===== src/rtl/uart_tx_serializer_if.sv =====
// ---------------------------------------------------------------------------
// uart_tx_serializer_if
// Byte handshake between the command translator (master) and the UART
// transmitter (slave). A byte moves on any clock edge where tx_valid and
// tx_ready are both high.
//   tx_data  : byte to send (master -> slave)
//   tx_valid : tx_data is valid (master -> slave)
//   tx_ready : transmitter holding register is empty (slave -> master)
// ---------------------------------------------------------------------------
interface uart_tx_serializer_if;
    logic [7:0] tx_data;
    logic       tx_valid;
    logic       tx_ready;

    modport master (
        output tx_data,
        output tx_valid,
        input  tx_ready
    );

    modport slave (
        input  tx_data,
        input  tx_valid,
        output tx_ready
    );
endinterface


===== src/rtl/uart_tx_serializer.sv =====
// ---------------------------------------------------------------------------
// uart_tx_serializer
// 8N1 UART transmitter: one start bit, eight data bits LSB first, one stop
// bit. A one-byte holding register accepts the next byte while the current
// frame shifts out, so consecutive frames leave with no idle gap.
// Ports:
//   clk      : system clock, all logic on posedge
//   reset_n  : asynchronous active-low reset
//   up       : byte handshake (tx_data / tx_valid in, tx_ready out)
//   tx       : registered serial line, idles high
//   tx_busy  : high while a frame is on the line or a byte is held
// ---------------------------------------------------------------------------
module uart_tx_serializer #(
    parameter int CLK_FREQ_HZ = 50_000_000,
    parameter int BAUD        = 115200
) (
    input  logic                  clk,
    input  logic                  reset_n,
    uart_tx_serializer_if.slave   up,
    output logic                  tx,
    output logic                  tx_busy
);

    localparam int CLKS_PER_BIT = (CLK_FREQ_HZ + BAUD / 2) / BAUD;
    localparam int CNT_W        = (CLKS_PER_BIT > 2) ? $clog2(CLKS_PER_BIT) : 1;

    generate
        if (CLKS_PER_BIT < 2) begin : g_bad_rate
            $error("uart_tx_serializer: CLKS_PER_BIT must be >= 2");
        end
    endgenerate

    typedef enum logic [1:0] {
        S_IDLE,
        S_START,
        S_DATA,
        S_STOP
    } state_t;

    state_t             state_q, state_d;
    logic [CNT_W-1:0]   baud_q, baud_d;
    logic [2:0]         bit_idx_q, bit_idx_d;
    logic [7:0]         shift_q, shift_d;
    logic [7:0]         hold_data_q, hold_data_d;
    logic               hold_valid_q, hold_valid_d;
    logic               tx_q, tx_d;

    logic               bit_end;
    logic               accept;

    assign bit_end = (baud_q == CNT_W'(CLKS_PER_BIT - 1));
    // Accept only into an empty holding register; a reload always happens
    // while the register is full, so the two can never collide.
    assign accept  = up.tx_valid && !hold_valid_q;

    always_comb begin
        state_d      = state_q;
        baud_d       = baud_q;
        bit_idx_d    = bit_idx_q;
        shift_d      = shift_q;
        hold_data_d  = hold_data_q;
        hold_valid_d = hold_valid_q;
        tx_d         = 1'b1;

        unique case (state_q)
            S_IDLE: begin
                if (hold_valid_q) begin
                    shift_d      = hold_data_q;
                    hold_valid_d = 1'b0;
                    baud_d       = '0;
                    state_d      = S_START;
                end
            end
            S_START: begin
                if (bit_end) begin
                    baud_d    = '0;
                    bit_idx_d = 3'd0;
                    state_d   = S_DATA;
                end else begin
                    baud_d = baud_q + 1'b1;
                end
            end
            S_DATA: begin
                if (bit_end) begin
                    baud_d  = '0;
                    shift_d = {1'b0, shift_q[7:1]};
                    if (bit_idx_q == 3'd7) begin
                        state_d = S_STOP;
                    end else begin
                        bit_idx_d = bit_idx_q + 3'd1;
                    end
                end else begin
                    baud_d = baud_q + 1'b1;
                end
            end
            S_STOP: begin
                if (bit_end) begin
                    baud_d = '0;
                    if (hold_valid_q) begin
                        // Back-to-back: next start bit follows the stop bit directly.
                        shift_d      = hold_data_q;
                        hold_valid_d = 1'b0;
                        state_d      = S_START;
                    end else begin
                        state_d = S_IDLE;
                    end
                end else begin
                    baud_d = baud_q + 1'b1;
                end
            end
            default: state_d = S_IDLE;
        endcase

        if (accept) begin
            hold_data_d  = up.tx_data;
            hold_valid_d = 1'b1;
        end

        // The line level is computed from the next state so tx can be a
        // plain register and still change on the same edge as the state.
        unique case (state_d)
            S_START: tx_d = 1'b0;
            S_DATA:  tx_d = shift_d[0];
            default: tx_d = 1'b1;
        endcase
    end

    always_ff @(posedge clk or negedge reset_n) begin
        if (!reset_n) begin
            state_q      <= S_IDLE;
            baud_q       <= '0;
            bit_idx_q    <= 3'd0;
            shift_q      <= 8'h00;
            hold_data_q  <= 8'h00;
            hold_valid_q <= 1'b0;
            tx_q         <= 1'b1;
        end else begin
            state_q      <= state_d;
            baud_q       <= baud_d;
            bit_idx_q    <= bit_idx_d;
            shift_q      <= shift_d;
            hold_data_q  <= hold_data_d;
            hold_valid_q <= hold_valid_d;
            tx_q         <= tx_d;
        end
    end

    assign up.tx_ready = !hold_valid_q;
    assign tx          = tx_q;
    assign tx_busy     = (state_q != S_IDLE) || hold_valid_q;

endmodule


===== src/flat_wrapper.sv =====
// flat-port wrapper written by rule: the top's interface ports become plain ports
module uart_tx_serializer_flat 
#(
    parameter int CLK_FREQ_HZ = 50_000_000,
    parameter int BAUD        = 115200
)
  (clk, reset_n, tx, tx_busy, up_tx_data, up_tx_valid, up_tx_ready);
  uart_tx_serializer_if up_i ();
  input  logic clk;
  input  logic reset_n;
  output logic tx;
  output logic tx_busy;
  input wire logic [$bits(up_i.tx_data)-1:0] up_tx_data;
  input wire logic [$bits(up_i.tx_valid)-1:0] up_tx_valid;
  output wire logic [$bits(up_i.tx_ready)-1:0] up_tx_ready;
  assign up_i.tx_data = up_tx_data;
  assign up_i.tx_valid = up_tx_valid;
  assign up_tx_ready = up_i.tx_ready;
  uart_tx_serializer #(.CLK_FREQ_HZ(CLK_FREQ_HZ), .BAUD(BAUD)) u_core (.clk(clk), .reset_n(reset_n), .up(up_i), .tx(tx), .tx_busy(tx_busy));
endmodule

===== config.mk =====
export PLATFORM = sky130hd
export DESIGN_NAME = uart_tx_serializer_flat
export DESIGN_NICKNAME = d
export VERILOG_FILES = /design/src/rtl/uart_tx_serializer_if.sv /design/src/rtl/uart_tx_serializer.sv /design/src/flat_wrapper.sv
export SDC_FILE = /design/constraint.sdc
export NUM_CORES = 1
export LEC_CHECK = 0
export ABC_AREA = 1
export CORE_ASPECT_RATIO = 2
export CORE_MARGIN = 4
export CORE_UTILIZATION = 42
export DETAILED_ROUTE_END_ITERATION = 16
export GPL_TIMING_DRIVEN = 0
export PLACE_DENSITY_LB_ADDON = 0.15
export SLEW_MARGIN = 20
export SYNTH_ARGS = -nofsm -noshare
export SYNTH_HDL_FRONTEND = slang
export SYNTH_SLANG_ARGS = --single-unit
export TNS_END_PERCENT = 50

===== constraint.sdc =====
create_clock -name clk -period 2.5 [get_ports clk]
set_input_delay 0.5 -clock clk [delete_from_list [all_inputs] [get_ports clk]]
set_output_delay 0.5 -clock clk [all_outputs]
set_load 0.005 [all_outputs]

==> results of run 1 <==
==> layout by cell type (no fill, tap or decap), types with 2 or more instances in the layout <==
cell / count
sky130_fd_sc_hd__nand2_1: 46
sky130_fd_sc_hd__dfrtp_1: 30
sky130_fd_sc_hd__inv_1: 22
sky130_fd_sc_hd__nand3_1: 19
sky130_fd_sc_hd__o21ai_0: 13
sky130_fd_sc_hd__nor2_1: 12
sky130_fd_sc_hd__clkdlybuf4s50_1: 12
sky130_fd_sc_hd__o22ai_1: 11
sky130_fd_sc_hd__ha_1: 9
sky130_fd_sc_hd__mux2_2: 8
sky130_fd_sc_hd__a21oi_1: 6
sky130_fd_sc_hd__inv_2: 5
sky130_fd_sc_hd__clkbuf_8: 5
sky130_fd_sc_hd__xor2_1: 4
sky130_fd_sc_hd__o21ai_1: 3
sky130_fd_sc_hd__clkinv_1: 2
sky130_fd_sc_hd__nor2_2: 2
sky130_fd_sc_hd__nand2_4: 2
sky130_fd_sc_hd__nand2_2: 2
sky130_fd_sc_hd__nor3_1: 2
==> cells by family after synthesis <==
family,count (synthesis)
xor+xnor,5
compound gates,38
flops,32
simple gates,87
fa+ha+maj,9
mux,8
buf+inv,31
==> path summary, 6_finish.rpt <==
| path | start | end | slack (ps) | cells after the start |
|---|---|---|---|---|
| hold / removal | reset_n | u_core.state_q[0]$_DFF_PN0_ | 120 | 1 |
| setup reg to reg | u_core.state_q[1]$_DFF_PN0_ | u_core.tx$_DFF_PN1_ | 580 | 12 |
| min in group clk | u_core.bit_idx_q[2]$_DFFE_PN0P_ | u_core.bit_idx_q[2]$_DFFE_PN0P_ | 500 | 1 |
| max in group asynchronous | reset_n | u_core.hold_data_q[7]$_DFFE_PN0P_ | 1970 | 2 |
| setup / recovery | u_core.state_q[0]$_DFF_PN0_ | tx_busy | 130 | 6 |
| hold reg to reg | u_core.bit_idx_q[2]$_DFFE_PN0P_ | u_core.bit_idx_q[2]$_DFFE_PN0P_ | 500 | 1 |
==> where the power goes <==
part / switching, mW / internal, mW / leakage (nW) / total [mW]
Clock: 0.187 / 0.296 / 0.0552 / 0.482
Sequential: 0.0261 / 0.567 / 0.405 / 0.593
Combinational: 0.0471 / 0.0726 / 0.527 / 0.120
Total: 0.260 / 0.935 / 0.987 / 1.19
==> repair_timing <==
item,4_1_cts,5_1_grt
resized for setup,5,3
gates cloned,0,0
buffers inserted,1,0
setup endpoints to repair,1,1
==> sequential cells by signal, summed over array words and instances, names as in the netlist <==
register,cells
u_core.baud_q,9
u_core.hold_data_q,8
u_core.shift_q,8
u_core.bit_idx_q,3
u_core.state_q,2
u_core.hold_valid_q,1
u_core.tx,1
==> cell type report <==
class	instances	area, um^2
Sequential cell	32	803
Inverter	29	109
Clock inverter	2	35.0
Buffer	2	16.3
Tap cell	52	65.1
Clock buffer	6	72.6
Multi-Input combinational cell	147	865
Fill cell	403	1960
Timing Repair Buffer	15	160
==> worst max-delay path, cell delays in order (launching register included) <==
cell	delay, ps
sky130_fd_sc_hd__dfrtp_1	430
sky130_fd_sc_hd__inv_2	100
sky130_fd_sc_hd__ha_1	250
sky130_fd_sc_hd__inv_2	120
sky130_fd_sc_hd__nor2_4	70
sky130_fd_sc_hd__inv_2	110
sky130_fd_sc_hd__clkdlybuf4s50_1	510
==> layer usage <==
metal,vias up,GRT usage
met3,6,0.0371
li1,732,-
met2,23,0.321
met5,-,0
met4,0,0.0691
met1,688,0.157
==> metrics by stage <==
stage,area (um^2),setup slack (ps),instances
detailed placement,2000,4.29,276
CTS,2120,49.3,285
global placement,1980,-15.3,275
floorplan,1780,835,210
finish,2130,134,285
global route,2130,27.8,285
==> results.yml, run 1 <==
sta:
  timing.max_slew.rel_slack: 0.765
  unrepaired_setup_endpoints_after_global_routing: "false"
  post-route-period-util: 0.947
  period_minus_slack_ps: 2370
  fin_setup_tns_ps: 0
  max_clk_rate_ghz: 0.423
  final.setup_skew_ps: 7.37
  final-max-slew-violation-count: 0
  timing.final.setup_violations: 0
  transition_time_of_the_tightest_slew_check_pin_ps: 352
  hold_slack_ps: 118
  timing_hold_violations_final: 0
placement:
  placement.io_buffers: 13
  globalplace.congestion: 0.747
  place.detailed.hpwl_um: 3020
die:
  floorplan.die.width_um: 54.1
  num_rows: 33
  floorplan.io_pins: 14
  floorplan.die_area_mm2: 0.00541
  coreArea_mm2: 0.00409
  initial_core_util: 0.436
  die_y_um: 100
worst_setup_path:
  critical_path.endpoint_type: "output pin"
  critical_path_arrival_ps: 1870
  critPathMaxFanout: 6
  critPathKind: "reg2out"
  start_kind: "flip-flop"
  crit_required_ps: 2000
synthesis:
  post_synth.cell_area_avg_um2: 8.49
  synth-main-ff-cell: "sky130_fd_sc_hd__dfrtp_1"
  count_of_flip_flops_with_a_built_in_enable_after_synthesis: 0
  synth_top_area_share: 0.435
  synth.cells.most_frequent: "sky130_fd_sc_hd__nand2_1, sky130_fd_sc_hd__dfrtp_1, sky130_fd_sc_hd__inv_1, sky130_fd_sc_hd__nand3_1"
  syn_nets: 230
  synth-simple-area-share: 0.213
  synthesis.yosys.warnings: 0
  synth.lib_cells_used.distinct: 28
  postSynthRegisterBits: 32
  yosys-top-cells-area: "sky130_fd_sc_hd__dfrtp_1, sky130_fd_sc_hd__nand2_1, sky130_fd_sc_hd__ha_1, sky130_fd_sc_hd__nand3_1, sky130_fd_sc_hd__inv_1"
  synth-seq-area-share: 0.450
  yosys.area_share.adder: 0.0632
  yosys.area.top_type: "sky130_fd_sc_hd__dfrtp_1"
  async_set_reset_flop_share_out_of_synthesis: 1.00
  synthMostInstantiatedCell: "sky130_fd_sc_hd__nand2_1"
  synth_compound_gate_area_share: 0.129
  synthMuxAreaShare: 0.0505
  netlist_area_mm2: 0.00178
  synth_xor_area_frac: 0.0246
  dominant_combinational_cell_family_by_area_after_synthesis: "simple AND/OR/NAND/NOR gates"
  synth_cells: 210
pwr:
  vdd.ir_drop.worst_v: 0.000505
  power.static_leakage_nw: 0.987
  power-per-cell-area_mw_per_mm2: 562
  p_total_mw: 1.19
global_route:
  grt_pass1_wl_um: 6620
  first_global_vias: 1506
  grt.overflow.total: 0
  antenna_found_initial: 0
  grt_usage: 0.167
  grt_max_degree: 21
clock_network:
  cts_num_sinks: 32
  tritoncts_clock_tree: "built"
  postCtsHoldBufs: 0
  cts_buffers: 5
  number_of_h_tree_branching_levels: 2
  clock_latency_ps: 280
  clk_root_buffer_cell: "sky130_fd_sc_hd__clkbuf_8"
  clock_pin_slew_on_the_worst_setup_and_hold_paths_ps: 70
  cts_max_path_buffers: 2
cells_and_area:
  final_core_utilization: 0.520
  drive_gt1_frac: 0.159
  layout-area-overhead-vs-synth_pct: 19.2
  design.final.nets: 252
  num_antenna_cells: 0
routing:
  detail_route.wl_per_cell_um: 13.4
  met2RoutedLength_um: 2330
  vias: 1449
  drtAntennaViolNets: 0
  route.top_layer_used: "met4"
  drt-initial-drc-count: 17
  drcViolationCount: 0
  route.layer.met1.wl_um: 1320
  route.met3.wl_um: 102
  post_drt_via_cell_ratio: 5.08
  drt_wl_total_um: 3820
  drtPass1Iterations: 4
status:
  status: "finished, final reports clean"
hold_path:
  hold_path_class: "in2async"
run:
  max_cap_violations: 0
Note: power is estimated with default switching activity, not from simulation.
==> run 2: changes to the inputs <==
Clock period 2.5 ns to 2.2 ns, I/O delays scaled along.
==> results.yml, run 2 (synthesized netlist as in run 1, its figures left out) <==
status:
  status: "finished, final reports clean"
cells_and_area:
  final_core_utilization: 0.527
  layout-area-overhead-vs-synth_pct: 20.8
  design.final.nets: 255
  layout_common_cells: "sky130_fd_sc_hd__nand2_1, sky130_fd_sc_hd__dfrtp_1, sky130_fd_sc_hd__inv_1"
  biggestRegsByFlops: "u_core.baud_q: 9 flops, u_core.hold_data_q: 8 flops, u_core.shift_q: 8 flops"
  num_antenna_cells: 0
  top_register: "u_core.baud_q"
  filler_cell_count: 400
  seqCellArea_um2: 803
  fin_area_mm2: 0.00215
  largest_register_ffs: 9
  drive_gt1_frac: 0.178
  multi_input_area_um2: 867
  mostFrequentLayoutCell: "sky130_fd_sc_hd__nand2_1"
routing:
  detail_route.wl_per_cell_um: 13.5
  drtPass1Iterations: 4
  vias: 1468
  post_drt_via_cell_ratio: 5.10
  drt-initial-drc-count: 18
  drtAntennaViolNets: 0
  drcViolationCount: 0
  drt_wl_total_um: 3900
sta:
  final.setup_skew_ps: 7.85
  unrepaired_setup_endpoints_after_global_routing: "false"
  final-max-slew-violation-count: 0
  max_clk_rate_ghz: 0.507
  fin_setup_tns_ps: 0
  timing.final.setup_violations: 0
  timing.max_slew.rel_slack: 0.765
  period_minus_slack_ps: 1970
  post-route-period-util: 0.896
  transition_time_of_the_tightest_slew_check_pin_ps: 352
  timing_hold_violations_final: 0
die:
  coreArea_mm2: 0.00409
  num_rows: 33
  floorplan.die.width_um: 54.1
  floorplan.die_area_mm2: 0.00541
  die_y_um: 100
  initial_core_util: 0.436
  floorplan.io_pins: 14
global_route:
  grt_pass1_wl_um: 6700
  grt_usage: 0.170
  antenna_found_initial: 0
  first_global_vias: 1527
  gr-usage-met2: 0.323
  gr-usage-met1: 0.158
  grt.overflow.total: 0
  gr-max-usage-layer: "met2"
  grt_max_degree: 21
  global_route_track_usage_on_met3: 0.0386
pwr:
  power.static_leakage_nw: 1.00
  power-per-cell-area_mw_per_mm2: 631
  cell_internal_pwr_mw: 1.06
  p_total_mw: 1.36
  power_frac_comb: 0.100
  share_seq_of_total_power: 0.496
  netSwitchingPower_mw: 0.296
  power.share.switching: 0.218
  vdd.ir_drop.worst_v: 0.000574
  pwr-share-clk: 0.404
clock_network:
  clk_root_buffer_cell: "sky130_fd_sc_hd__clkbuf_8"
  number_of_h_tree_branching_levels: 2
  clock_latency_ps: 280
  cts_max_path_buffers: 2
  tritoncts_clock_tree: "built"
  clock_pin_slew_on_the_worst_setup_and_hold_paths_ps: 70
  cts_num_sinks: 32
  cts_buffers: 5
worst_setup_path:
  critPathKind: "reg2out"
  cp_cell_sequence: "clkinv_1, clkdlybuf4s50_1"
  cp_slowest_stage_delay_ps: 530
  critPathMaxFanout: 9
  critical-path-top-delay-family: "buffers and inverters"
  worst_path_max_delay_cell: "sky130_fd_sc_hd__clkdlybuf4s50_1"
  critical_path_arrival_ps: 1530
  critical_path.endpoint_type: "output pin"
  start_kind: "flip-flop"
  wp_buf_inv: 2
  crit_required_ps: 1760
placement:
  place.detailed.hpwl_um: 3020
  placement.io_buffers: 13
  globalplace.congestion: 0.747
  detailed_place.area_mm2: 0.00200
run:
  max_cap_violations: 0
hold_path:
  hold_path_class: "in2async"
-- run 2: changes by cell type in the layout (fill, tap and decap cells not counted), sizes merged --
| cell | before | now |
|---|---|---|
| buf | 4 | 7 |
| dlymetal6s2s | 0 | 1 |
| clkdlybuf4s50 | 12 | 11 |
-- run 2: layout make-up --
class	count	share of cell area
Sequential cell	32	0.373
Buffer	2	0.00755
Multi-Input combinational cell	147	0.403
Timing Repair Buffer	18	0.0860
Inverter	29	0.0506
Clock inverter	2	0.0163
Tap cell	52	0.0302
Clock buffer	6	0.0337
-- run 2: power by group through the flow --
| stage | logic, mW | registers, mW | clock network [mW] |
|---|---|---|---|
| 2_1_floorplan | 0.0879 | 0.674 | 0 |
| 3_3_place_gp | 0.131 | 0.682 | 0 |
| 3_5_place_dp | 0.137 | 0.685 | 0 |
| 4_1_cts | 0.139 | 0.674 | 0.567 |
| 5_1_grt | 0.154 | 0.678 | 0.591 |
| 6_report | 0.136 | 0.673 | 0.549 |
-- run 2: metal layers --
layer	routed length (um)	part of all wire	vias to the layer above
met3	119	0.031	9
met2	2360	0.60	24
met4	90	0.023	0
li1	-	-	737
met5	0	0	-
met1	1330	0.34	698
-- run 2: repair_timing --
item | 4_1_cts | 5_1_grt
setup endpoints to repair | 1 | 1
setup buffers | 4 | 0
gates cloned | 0 | 0
pin swaps | 1 | 0
hold buffers | 0 | 0
resized for setup | 9 | 1
-- run 2: worst paths after layout --
path / from / endpoint / slack [ps] / cells after the start
max: u_core.hold_valid_q$_DFFE_PN0P_ / up_tx_ready / 230 / 2
min: reset_n / u_core.state_q[0]$_DFF_PN0_ / 60 / 1
max reg2reg: u_core.state_q[1]$_DFF_PN0_ / u_core.tx$_DFF_PN1_ / 340 / 12
min reg2reg: u_core.bit_idx_q[2]$_DFFE_PN0P_ / u_core.bit_idx_q[2]$_DFFE_PN0P_ / 500 / 1
max in group asynchronous: reset_n / u_core.hold_data_q[7]$_DFFE_PN0P_ / 1740 / 2
min in group clk: u_core.bit_idx_q[2]$_DFFE_PN0P_ / u_core.bit_idx_q[2]$_DFFE_PN0P_ / 500 / 1
-- run 2: per-stage QoR --
step	cells	setup slack [ps]	hold slack, ps
floorplan	210	595	144
global placement	275	-255	480
detailed placement	276	-236	370
CTS	288	15.8	65.8
global route	288	117	71.7
finish	288	229	56.4
